===== src/rtl/threshold_pkg.sv =====
// rtl/threshold_pkg.sv - shared sizes and types for the last-positive threshold finder
package threshold_pkg;

  localparam int BINS_PER_CHUNK = 8;
  localparam int DERIV_W        = 17;
  localparam int IDX_W          = 8;
  localparam int NUM_CHUNKS     = 32;

  typedef logic signed [DERIV_W-1:0] deriv_t;
  typedef logic        [IDX_W-1:0]   bin_idx_t;

endpackage


===== src/rtl/last_pos_encoder.sv =====
// rtl/last_pos_encoder.sv - highest-set-bit priority encoder over a positive-bin mask
//
// Purpose: given one bit per bin (1 = derivative strictly positive), report
// whether any bit is set and the position of the highest set bit.
// Ports:
//   i_mask  [BINS]   positive-bin mask, bit k = bin k
//   o_found          at least one mask bit set
//   o_pos   [PW]     index of the highest set bit (0 when none set)
module last_pos_encoder
  import threshold_pkg::*;
#(
  parameter int BINS = BINS_PER_CHUNK,
  parameter int PW   = $clog2(BINS)
) (
  input  logic [BINS-1:0] i_mask,
  output logic            o_found,
  output logic [PW-1:0]   o_pos
);

  // Ascending scan: later (higher) bins overwrite earlier ones, so the
  // highest set bit wins.
  always_comb begin
    o_found = 1'b0;
    o_pos   = '0;
    for (int k = 0; k < BINS; k++) begin
      if (i_mask[k]) begin
        o_found = 1'b1;
        o_pos   = PW'(k);
      end
    end
  end

endmodule


===== src/rtl/threshold_chunk_search.sv =====
// rtl/threshold_chunk_search.sv - registered last-positive-bin search over one histogram chunk
//
// Purpose: report the absolute index of the highest bin in this chunk whose
// signed derivative is strictly positive (0 when none), one cycle after input.
// Ports:
//   i_clk, i_reset        clock, synchronous active-high reset
//   i_valid               chunk/index valid this cycle
//   i_histogram_chunk     BINS packed signed DW-bit samples, bin 0 at LSBs
//   i_bin_index           absolute index of bin 0 of this chunk
//   o_threshold           registered result, holds when i_valid=0
//   o_valid               i_valid delayed by one cycle
module threshold_chunk_search
  import threshold_pkg::*;
#(
  parameter int TOP  = 1,
  parameter int BINS = BINS_PER_CHUNK,
  parameter int DW   = DERIV_W
) (
  input  logic               i_clk,
  input  logic               i_reset,
  input  logic               i_valid,
  input  logic [BINS*DW-1:0] i_histogram_chunk,
  input  bin_idx_t           i_bin_index,
  output bin_idx_t           o_threshold,
  output logic               o_valid
);

  localparam int PW = $clog2(BINS);

  logic [BINS-1:0] pos_mask;
  logic            found;
  logic [PW-1:0]   pos;
  bin_idx_t        threshold_d, threshold_q;
  logic            valid_d, valid_q;

  // Strictly positive in two's complement: sign bit clear and not all zero.
  always_comb begin
    pos_mask = '0;
    for (int k = 0; k < BINS; k++) begin
      pos_mask[k] = ~i_histogram_chunk[k*DW + DW-1] &
                    (|i_histogram_chunk[k*DW +: DW]);
    end
  end

  last_pos_encoder #(.BINS(BINS), .PW(PW)) u_enc (
    .i_mask  (pos_mask),
    .o_found (found),
    .o_pos   (pos)
  );

  // 8-bit sum wraps by construction; "none found" reports 0.
  always_comb begin
    threshold_d = threshold_q;
    valid_d     = i_valid;
    if (i_valid) begin
      threshold_d = found ? bin_idx_t'(i_bin_index + IDX_W'(pos)) : '0;
    end
  end

  always_ff @(posedge i_clk) begin
    if (i_reset) begin
      threshold_q <= '0;
      valid_q     <= 1'b0;
    end else begin
      threshold_q <= threshold_d;
      valid_q     <= valid_d;
    end
  end

  assign o_threshold = threshold_q;
  assign o_valid     = valid_q;

  generate
    if (TOP != 0) begin : g_top
    end else begin : g_sub
    end
  endgenerate

endmodule


===== config.mk =====
export PLATFORM = sky130hd
export DESIGN_NAME = threshold_chunk_search
export DESIGN_NICKNAME = d
export VERILOG_FILES = /design/src/rtl/threshold_pkg.sv /design/src/rtl/last_pos_encoder.sv /design/src/rtl/threshold_chunk_search.sv
export SDC_FILE = /design/constraint.sdc
export NUM_CORES = 1
export LEC_CHECK = 0
export ABC_AREA = 0
export ABC_CLOCK_PERIOD_IN_PS = 3200
export BUFFER_PORTS_ARGS = -buffer_cell sky130_fd_sc_hd__buf_2
export CAP_MARGIN = 20
export CORE_MARGIN = 2
export CORE_UTILIZATION = 26
export DETAILED_ROUTE_END_ITERATION = 12
export PLACE_DENSITY = 0.88
export SLEW_MARGIN = 20
export SYNTH_ARGS = -nofsm -noshare
export SYNTH_HDL_FRONTEND = slang
export SYNTH_SLANG_ARGS = --single-unit

===== constraint.sdc =====
create_clock -name i_clk -period 3.2 [get_ports i_clk]
set_input_delay 0.32 -clock i_clk [delete_from_list [all_inputs] [get_ports i_clk]]
set_output_delay 0.32 -clock i_clk [all_outputs]
set_load 0.05 [all_outputs]

# Word level (Yosys, flattened, before mapping)
# Index checks and enable logic that the tools add are counted.
dict set report totals {
  reg_bits 9
  latchBits 0
  ramBits 0
  rom_bits 0
  input_bits 147
  output_inout_bits 9
  wordCells 43
  n_memories 0
}
dict set report classes {
  addsub 1
  mul 0
  div_mod_pow 0
  magnitude_cmp 0
  n_eq_ne 0
  shifts 0
  mux 16
  n_bitwise 16
  reduce_logical 8
}
# op count
set op_table {}
lappend op_table {{$reduce_or 17->1} 8}
lappend op_table {{$mux 3} 4}
lappend op_table {{$mux 1} 9}
lappend op_table {{$add 8x3->8} 1}
lappend op_table {{$and 1x1->1} 8}
lappend op_table {{$mux 8} 1}
lappend op_table {{$not 1->1} 8}
lappend op_table {{$mux 2} 2}

# Longest topological paths before layout
# Gate-level depths: netlist of the first run.
dict set report depth {
  depth_word 11
  mapped_depth 12
  depth_no_buf 12
}

# Hierarchy
# Synthesis of the first run repeated with hierarchy kept, for this count alone.
dict set report unflattened {
  hier_cells 111
  hier_area_um2 870.8
}
# mod n_inst cells_per_inst area_each_um2
set modules_own_cells {}
lappend modules_own_cells {threshold_chunk_search 1 99 813.3}
lappend modules_own_cells {last_pos_encoder 1 12 57.6}

# Worst setup path before layout of the first run
# OpenSTA, ideal clock, no wires.
dict set report synth_timing {
  path_type {input to register}
  start {input i_histogram_chunk[19]}
  end {register threshold_q[1], in the netlist o_threshold[1]}
  setup_time_ps 92
  t_arrival_ps 2455
  required_time_ps 3108
  path_slack_ps 652
  stages 10
  path_cell_list {nor4_1 -> a41oi_1 -> a21oi_1 -> nor3_1 -> or3_1 -> ha_1 -> inv_1 -> fa_1 -> or3b_2 -> o32ai_1}
}
dict set report synth_between {
  elab_chain_len 11
  word_cells_on_any_way 18
}
# item line_no
set synth_lines {}
lappend synth_lines {{from (decl)} threshold_chunk_search.sv:22} ;# input logic [BINS*DW-1:0] i_histogram_chunk,
lappend synth_lines {{$reduce_or 17->1 (*)} threshold_chunk_search.sv:41} ;# (|i_histogram_chunk[k*DW +: DW]);
lappend synth_lines {{$and 1x1->1 (*)} threshold_chunk_search.sv:40} ;# pos_mask[k] = ~i_histogram_chunk[k*DW + DW-1] &
lappend synth_lines {{$mux 1} last_pos_encoder.sv:26} ;# if (i_mask[k]) begin
lappend synth_lines {{$mux 2 (2 in a row)} last_pos_encoder.sv:26}
lappend synth_lines {{$mux 3 (4 in a row)} last_pos_encoder.sv:26}
lappend synth_lines {{$add 8x3->8} threshold_chunk_search.sv:56} ;# threshold_d = found ? bin_idx_t'(i_bin_index + IDX_W'(pos)) : '0;
lappend synth_lines {{$mux 8 (*)} threshold_chunk_search.sv:56}
lappend synth_lines {{to (signal assigned)} threshold_chunk_search.sv:65} ;# threshold_q <= threshold_d;
lappend synth_lines {{to (decl)} threshold_chunk_search.sv:33} ;# bin_idx_t threshold_d, threshold_q;
# Mark *: on every way between the ends. The rest lies on a longest branch, timed or not.
# A chain may end at the register's enable or synchronous reset.

# Worst setup path after layout of the first run
dict set report layout_timing {
  start {input i_histogram_chunk[26]}
  end {register threshold_q[1], in the netlist o_threshold[1]}
}
# The elaborated chain is that of the path after synthesis.

==> results of run 1 <==
## metal layers
| layer | wire [um] | vias up |
|---|---|---|
| met5 | 13 | - |
| met2 | 2029 | 95 |
| met1 | 1579 | 683 |
| li1 | - | 753 |
| met4 | 34 | 2 |
| met3 | 446 | 6 |
## flip-flops by register name, summed over array words and instances, names as in the netlist
name / cells
o_valid: 1
o_threshold: 8
## final cells by class
type	count	area [um^2]	share of cell area, %
inverters	5	18.77	1.109
flip-flops and latches	9	180.2	10.64
repair buffers	155	775.7	45.82
well taps	44	55.05	3.252
clock buffers	4	26.28	1.552
multi-input cells	88	636.9	37.62
## synthesized netlist by cell type, drive strengths merged (2+ instances only)
master,n,area share [%]
a21oi,2,1.2
a41oi,7,7.2
clkbuf,2,0.88
dfxtp,9,21
ha,3,4.4
inv,5,2.2
nand2,2,0.88
nand2b,7,5.1
nor2,4,1.8
nor2b,4,2.9
nor4,32,24
o21ai,2,1.2
o32ai,6,6.2
or3b,3,3.1
xnor2,2,2.1
xor2,3,3.1
## logic make-up (layout without fill, tap and decap cells)
logic type               after synthesis  after routing  synth area share (%)
adder cells (fa/ha/maj)                4              4                 6.765
flip-flops                             9              9                 21.18
XOR/XNOR                               5              5                 5.148
AND/OR/NAND/NOR                       57             57                 41.32
AO/OA/AOI/OAI                         22             22                 21.62
buffers and inverters                  8            164                 3.971
## cell usage in the layout (no fill, tap or decap), types with 2 or more instances in the layout
cell type  count
nand2_1        2
or3b_2         3
o21ai_0        2
buf_2        155
xnor2_1        2
o32ai_1        6
inv_1          5
clkbuf_4       3
dfxtp_1        9
nor2_1         4
nor4_1        32
nor2b_1        4
a41oi_1        7
ha_1           3
nand2b_1       7
a21oi_1        2
xor2_1         3
## how the worst max path moves through the flow
stage	to	cells past startpoint
detailed placement	o_threshold[4]	11
floorplan	o_threshold[1]	10
global placement	o_threshold[1]	11
global route	o_threshold[6]	11
CTS	o_threshold[4]	11
finish	o_threshold[1]	11
## power groups by stage
stage / Clock, W / Sequential (W) / Combinational (W)
2_1_floorplan: 0 / 0.000158 / 0.0000475
3_3_place_gp: 0 / 0.000127 / 0.000184
3_5_place_dp: 0 / 0.000127 / 0.000188
4_1_cts: 0.0000937 / 0.000125 / 0.000189
5_1_grt: 0.0000980 / 0.000125 / 0.000208
6_report: 0.0000945 / 0.000125 / 0.000189
## through the flow
step / cell area [um^2] / power, W / instances
after detailed placement: 1667 / 0.0003152 / 301
after global placement: 1667 / 0.0003114 / 301
after floorplan: 850.8 / 0.0002060 / 105
final: 1693 / 0.0004084 / 305
after CTS: 1693 / 0.0004080 / 305
after global routing: 1693 / 0.0004311 / 305
==> qor.txt, run 1 <==
min Tclk post-route: 2.620 ns
R2R Path Start: o_threshold[2]
gr usage total: 21.26%
cell-by-cell trace of the critical path: buf_2 > nor4_1 > a41oi_1 > a21oi_1 > nor3_1 > or3_1 > ha_1 > inv_1 > fa_1 > or3b_2 > o32ai_1
number of synthesized flops with an enable pin: 0
post-synthesis async set-or-reset flop share: 0%
core area: 3078 um^2
WL/cell: 13.45 um
Worst Hold Margin: 0.3507 ns
Antenna Violating Nets Remaining: 0
Hold Path Depth: 2
Max-Cap Viols: 0
Slew Limit Fails: 0
TritonCTS clock tree: built
Relative slew margins: 77.13%
die width: 61.21 um
startpoint of the lowest-slack hold path: i_reset
kind of critical path: input port to flop
M3 GR Usage: 3.992%
starting density of the core: 27.64%
R2R Path End: o_threshold[2]
Max clock buf depth: 2
CP peak stage delay: 0.46 ns
R2R depth: 2
1st-pass router iterations: 4
filler instances: 314
Clock Pin Slew Worst Setup and Hold Paths: 0.07 ns
setup tns final: 0 ns
post-route worst setup slack: 0.5801 ns
worst min path class: input port to flop
die area: 3746 um^2
Worst Path Max Fanout: 2
FP Rows: 20
PostCTS Resize Cnt: 0
Die Ht: 61.21 um
CTS Root Cell: clkbuf_4
met2 Track Usage GR: 41.34%
num ports: 156
NumNets Final: 413
Crit path required time: 3.39 ns
via density per instance: 5.046
vias in the first global route: 1,437
PwrDens: 241.3 nW/um^2
Final Util: 55.00%
grt peak-use layer: met2
worst vdd rail ir drop: 0.09668 mV
Slew @ Worst Pin: 0.3385 ns
share of layout cells above drive strength 1: 62.07%
Post-CTS Setup Bufs: 0
GR Util met1: 22.97%
cts hold-fix bufs: 0
Final Setup Violations: 0
first-pass GRT wire length: 5858 um
Remaining DRCs: 0
Sw Share: 35.10%
Crit path arrival time: 2.81 ns
sequential area share after synthesis: 21.18%
HPWL Detailed: 3660 um
net switching power: 0.0001434 W
CTS H-tree lvls: 1
commonest register cell after synthesis: dfxtp_1
clk_skew: 0 ns
P_leak: 0.8905 nW
clock network power share: 23.1%
Hold Path Sink: o_threshold[6]
CP Launch Type: input port
P_int: 0.0002651 W
total routed wirelength: 4103 um
crit share post-route: 81.87%
Seq pwr share: 30.6%
diodes inserted: 0
Area Growth Syn to Fin: 98.97%
Buf/Inv on CP: 2
Synth cell types: 28
Final Hold Vio Count: 0
post-synthesis cell area: 850.8 um^2
cell family with most CP delay: simple AND/OR/NAND/NOR gates
Placer Congestion: 0.8901
pre-CTS setup slack: 0.3285 ns
CTS sink cnt: 9
Achievable Freq: 381.7 MHz
Num CTS Buffers: 3
syn avg cell area: 8.103 um^2
global route overflow: 0
Comb power frac: 46.3%
CP startpoint: i_histogram_chunk[26]
Yosys warning total: 0
largest net degree at the start of global routing: 12
PortBufs: 155
total number of vias: 1,539
Worst R2R Setup Slack: 2.25 ns
Syn Inst Count: 105
worst skew pair latency: 0.27 ns
RSZ-0062 raised after global routing: false
Synth Net Count: 256
initial antenna violation count: 1
Iter 0 DRT Violations: 57
Slowest-stage cell, CP: or3b_2
nature of the critical path endpoint: flop
Yosys reg bits: 9
run status: finished, final reports clean
Power figures use the tool's default switching activity.
==> inputs of run 2 (changes only) <==
--- a/config.mk
+++ b/config.mk
@@ -6,7 +6,7 @@
 export NUM_CORES = 1
 export LEC_CHECK = 0
 export ABC_AREA = 0
-export ABC_CLOCK_PERIOD_IN_PS = 3200
+export ABC_CLOCK_PERIOD_IN_PS = 2550
 export BUFFER_PORTS_ARGS = -buffer_cell sky130_fd_sc_hd__buf_2
 export CAP_MARGIN = 20
 export CORE_MARGIN = 2
==> constraint.sdc (replaced) <==
create_clock -name i_clk -period 2.55 [get_ports i_clk]
set_input_delay 0.255 -clock i_clk [delete_from_list [all_inputs] [get_ports i_clk]]
set_output_delay 0.255 -clock i_clk [all_outputs]
set_load 0.05 [all_outputs]
==> run 2 against run 1 <==
  * Clock power up 17%
  * Die area is the same
  * Via count grew 3.9%
  * Sequential power is 26% higher
  * Core utilization rose by 5.3 points
  * Clock skew unchanged
  * Cell count grew 1.6%
  * Non-clock buffer count rose by 5
  * Hold slack got worse by 0.042 ns
==> qor.txt, run 2 (same netlist as run 1, synthesis figures left out) <==
run status: finished, final reports clean
first-pass GRT wire length: 6120 um
die area: 3746 um^2
Iter 0 DRT Violations: 69
initial antenna violation count: 1
Die Ht: 61.21 um
clk_skew: 0 ns
largest net degree at the start of global routing: 12
cts hold-fix bufs: 0
worst min path class: input port to flop
via density per instance: 5.158
total routed wirelength: 4582 um
HPWL Detailed: 3820 um
Max clock buf depth: 2
Crit path required time: 2.72 ns
CTS sink cnt: 9
CTS H-tree lvls: 1
CP Launch Type: input port
Achievable Freq: 407.3 MHz
DR top layer: met5
R2R depth: 2
kind of critical path: input port to flop
flip-flop count of the largest register after layout: 8
Worst Path Max Fanout: 2
TritonCTS clock tree: built
nature of the critical path endpoint: flop
Antenna Violating Nets Remaining: 0
R2R Path Start: o_threshold[2]
Area Growth Syn to Fin: 118.1%
core area: 3078 um^2
register area: 180.2 um^2
P_leak: 0.9269 nW
diodes inserted: 0
Num CTS Buffers: 3
worst skew pair latency: 0.26 ns
Hold Path Sink: o_threshold[6]
Metal-1 WL: 1595 um
PortBufs: 155
WL/cell: 14.78 um
Worst R2R Setup Slack: 1.59 ns
Slew @ Worst Pin: 0.3579 ns
starting density of the core: 27.64%
Comb power frac: 49.8%
Clock Pin Slew Worst Setup and Hold Paths: 0.06 ns
most common cell after layout, fill and taps aside: buf_2
1st-pass router iterations: 5
PwrDens: 287.6 nW/um^2
R2R Path End: o_threshold[2]
Placer Congestion: 0.8903
Multi-input gate area: 762.0 um^2
Max-Cap Viols: 0
Remaining DRCs: 0
total number of vias: 1,599
RSZ-0062 raised after global routing: false
Seq pwr share: 29.5%
WL met2: 2281 um
P_int: 0.0003443 W
NumNets Final: 418
min Tclk post-route: 2.455 ns
routed wl met3: 567 um
clock network power share: 20.8%
Hold Path Depth: 2
worst vdd rail ir drop: 0.1039 mV
Relative slew margins: 75.92%
die width: 61.21 um
crit share post-route: 96.29%
Final Setup Violations: 0
global route overflow: 0
setup tns final: 0 ns
startpoint of the lowest-slack hold path: i_reset
FP Rows: 20
filler instances: 291
Slew Limit Fails: 0
Sw Share: 35.48%
share of layout cells above drive strength 1: 68.42%
Final Util: 60.28%
CTS Root Cell: clkbuf_4
vias in the first global route: 1,504
num ports: 156
Final Hold Vio Count: 0
commonest non-fill, non-tap cells in the layout: buf_2, nor4_1, dfxtp_1, nand2b_1
Crit path arrival time: 2.63 ns
net switching power: 0.0001894 W
gr usage total: 22.19%
==> run 2: changes by cell type in the layout (fill, tap and decap cells not counted), sizes merged <==
cell  delta
buf      +5
==> run 2: what timing repair did <==
item	CTS	global route
setup buffers	0	0
resized for setup	0	20
setup endpoints to repair	0	7
==> run 2: critical path, stage by stage <==
cell	delay, ns
buf_2	0.12
nor4_4	0.30
a41oi_2	0.18
a21oi_1	0.17
nor3_1	0.06
or3_1	0.32
ha_2	0.18
inv_1	0.07
fa_1	0.41
or3b_2	0.47
o32ai_1	0.11
==> run 2: layout make-up <==
cell class,count,share of cell area (%)
Multi-Input combinational cell,88,41.07
Tap cell,44,2.967
Sequential cell,9,9.710
Timing Repair Buffer,160,43.83
Inverter,5,1.011
Clock buffer,4,1.416
==> run 2: how the worst max path moves through the flow <==
| stage | from | endpoint | slack [ns] | cells after the start |
|---|---|---|---|---|
| floorplan | i_histogram_chunk[19] | o_threshold[1] | 0.07 | 10 |
| global placement | i_histogram_chunk[26] | o_threshold[1] | -0.18 | 11 |
| detailed placement | i_histogram_chunk[87] | o_threshold[6] | -0.26 | 11 |
| CTS | i_histogram_chunk[87] | o_threshold[6] | 0.02 | 11 |
| global route | i_histogram_chunk[78] | o_threshold[6] | 0.008 | 11 |
| finish | i_histogram_chunk[18] | o_threshold[1] | 0.09 | 11 |
==> run 2: per-stage QoR <==
| step | instances | worst slack, ns | cell area, um^2 | hold slack, ns | total power, W |
|---|---|---|---|---|---|
| 4_1_cts | 310 | 0.02196 | 1730 | 0.3034 | 0.0005136 |
| 2_1_floorplan | 105 | 0.06744 | 850.8 | 0.4641 | 0.0002585 |
| 5_1_grt | 310 | 0.007814 | 1856 | 0.3230 | 0.0005610 |
| 3_5_place_dp | 306 | -0.2623 | 1704 | 0.4686 | 0.0004045 |
| 3_3_place_gp | 306 | -0.1752 | 1704 | 0.4603 | 0.0003980 |
| 6_report | 310 | 0.09452 | 1856 | 0.3092 | 0.0005337 |
==> run 2: power by group through the flow <==
stage	clock network, W	registers [W]	logic (W)
after detailed placement	0	0.000160	0.000245
after global routing	0.000116	0.000158	0.000287
after global placement	0	0.000160	0.000238
after floorplan	0	0.000199	0.0000596
final	0.000111	0.000157	0.000266
after CTS	0.000111	0.000157	0.000245
==> run 2: routing by layer <==
layer | track usage [%] | up-vias
met3 | 6.513 | 19
met4 | 7.453 | 2
met2 | 42.71 | 112
met1 | 22.53 | 700
li1 | - | 766
met5 | 0 | -
==> inputs of run 3 (changes only) <==
--- a/config.mk
+++ b/config.mk
@@ -11,6 +11,7 @@
 export CAP_MARGIN = 20
 export CORE_MARGIN = 2
 export CORE_UTILIZATION = 26
+export CTS_BUF_LIST = sky130_fd_sc_hd__clkbuf_16
 export DETAILED_ROUTE_END_ITERATION = 12
 export PLACE_DENSITY = 0.88
 export SLEW_MARGIN = 20
==> run 3 against run 2 <==
  * Combinational power rose by 4%
  * Setup slack improved by 0.0068 ns
  * Wire length rose by 9.4%
  * Critical path type unchanged
  * Largest power group unchanged
==> qor.txt, run 3 (same netlist as run 1, synthesis figures left out) <==
global route overflow: 0
starting density of the core: 27.64%
CP Launch Type: input port
Crit path required time: 2.68 ns
Final Setup Violations: 0
TritonCTS clock tree: built
Area after DPL: 1704 um^2
Clock Pin Slew Worst Setup and Hold Paths: 0.04 ns
Die Ht: 61.21 um
worst vdd rail ir drop: 0.2744 mV
gr usage total: 22.06%
diodes inserted: 0
worst min path class: input port to flop
most common cell after layout, fill and taps aside: buf_2
CTS H-tree lvls: 1
filler instances: 272
Relative slew margins: 75.55%
WL/cell: 16.17 um
crit share post-route: 96.03%
first-pass GRT wire length: 6168 um
die width: 61.21 um
HPWL Detailed: 3820 um
share of layout cells above drive strength 1: 71.05%
largest net degree at the start of global routing: 12
Iter 0 DRT Violations: 90
R2R depth: 2
kind of critical path: input port to flop
Crit path arrival time: 2.58 ns
critical path depth: 11
FP Rows: 20
Worst Path Max Fanout: 3
cell family with most CP delay: compound AO/OA/AOI/OAI gates
P_leak: 0.9616 nW
total routed wirelength: 5013 um
Slowest-stage cell, CP: nor4_1
Achievable Freq: 408.4 MHz
total number of vias: 1,619
NumNets Final: 418
Slew Limit Fails: 0
Num CTS Buffers: 3
CTS Root Cell: clkbuf_16
Placer Congestion: 0.8903
cts hold-fix bufs: 0
CP peak stage delay: 0.36 ns
via density per instance: 5.223
Max-Cap Viols: 0
Finished Cell Area: 1953 um^2
Area Growth Syn to Fin: 129.6%
initial antenna violation count: 1
Slew @ Worst Pin: 0.3665 ns
Remaining DRCs: 0
1st-pass router iterations: 4
CTS sink cnt: 9
commonest non-fill, non-tap cells in the layout: buf_2, nor4_1, nor4_2, dfxtp_1, nand2b_1
die area: 3746 um^2
nature of the critical path endpoint: flop
PwrDens: 364.3 nW/um^2
Buf/Inv on CP: 1
worst skew pair latency: 0.24 ns
num ports: 156
min Tclk post-route: 2.449 ns
cell-by-cell trace of the critical path: buf_2 > nor4_1 > a41oi_2 > or2_1 > o21ai_2 > ha_1 > a21o_1 > a21oi_1 > nor2_1 > xnor2_1 > o32ai_1
run status: finished, final reports clean
Max clock buf depth: 2
clk_skew: 0 ns
Hold Path Depth: 2
core area: 3078 um^2
Final Hold Vio Count: 0
Antenna Violating Nets Remaining: 0
Worst Hold Margin: 0.3467 ns
PortBufs: 155
vias in the first global route: 1,516
flip-flop count of the largest register after layout: 8
[run 3: cell types whose count changed in the layout (fill, tap and decap cells not counted), sizes merged]
| cell | previous run | this run |
|---|---|---|
| inv | 5 | 6 |
| clkbuf | 4 | 3 |
[run 3: repair_timing]
action / in CTS / in global routing
resized for setup: 1 / 27
setup buffers: 0 / 0
endpoints found under the setup margin: 3 / 6
endpoints found under the hold margin: 0 / 0
pin swaps: 0 / 5
[run 3: path summary, 6_finish.rpt]
check                             start              to  slack [ns]
setup / recovery  i_histogram_chunk[94]  o_threshold[5]        0.10
hold / removal                  i_reset  o_threshold[6]        0.35
setup reg to reg         o_threshold[2]  o_threshold[2]        1.57
hold reg to reg          o_threshold[6]  o_threshold[6]        0.49
[run 3: worst reg2reg max path, cell delays in order (launching register included)]
cell	delay [ns]
dfxtp_1	0.34
or3b_2	0.47
o41ai_2	0.07
[run 3: power breakdown]
group	internal, W	total [W]	switching, W
clock network	0.000205	0.000275	0.0000703
registers	0.000153	0.000159	0.00000592
logic	0.000135	0.000277	0.000142
total	0.000493	0.000711	0.000219
[run 3: metrics by stage]
| stage | util, % | power [W] | setup TNS (ns) | instances | worst slack [ns] |
|---|---|---|---|---|---|
| after floorplan | - | 0.0002585 | 0 | 105 | 0.06744 |
| after global routing | 63.46 | 0.0007325 | -0.005204 | 310 | -0.005204 |
| final | 63.46 | 0.0007114 | 0 | 310 | 0.1013 |
| after detailed placement | 55.37 | 0.0004045 | -1.253 | 306 | -0.2623 |
| after CTS | 58.13 | 0.0006788 | 0 | 310 | 0.009016 |
| after global placement | 55.37 | 0.0003980 | -0.6888 | 306 | -0.1752 |
[run 3: layer usage]
layer	share of wire, %	GRT usage (%)	vias up
met5	0.26	0	-
met4	1.4	4.348	2
met3	12	6.933	12
met2	52	44.07	117
met1	34	22.03	725
li1	-	-	763
[run 3: final cells by class]
| class | count | area [um^2] | area share, % |
|---|---|---|---|
| repair buffers | 160 | 813.3 | 41.64 |
| inverters | 5 | 18.77 | 0.9609 |
| clock inverters | 1 | 3.754 | 0.1922 |
| multi-input cells | 88 | 807.0 | 41.32 |
| well taps | 44 | 55.05 | 2.819 |
| clock buffers | 3 | 75.07 | 3.844 |
| flip-flops and latches | 9 | 180.2 | 9.225 |
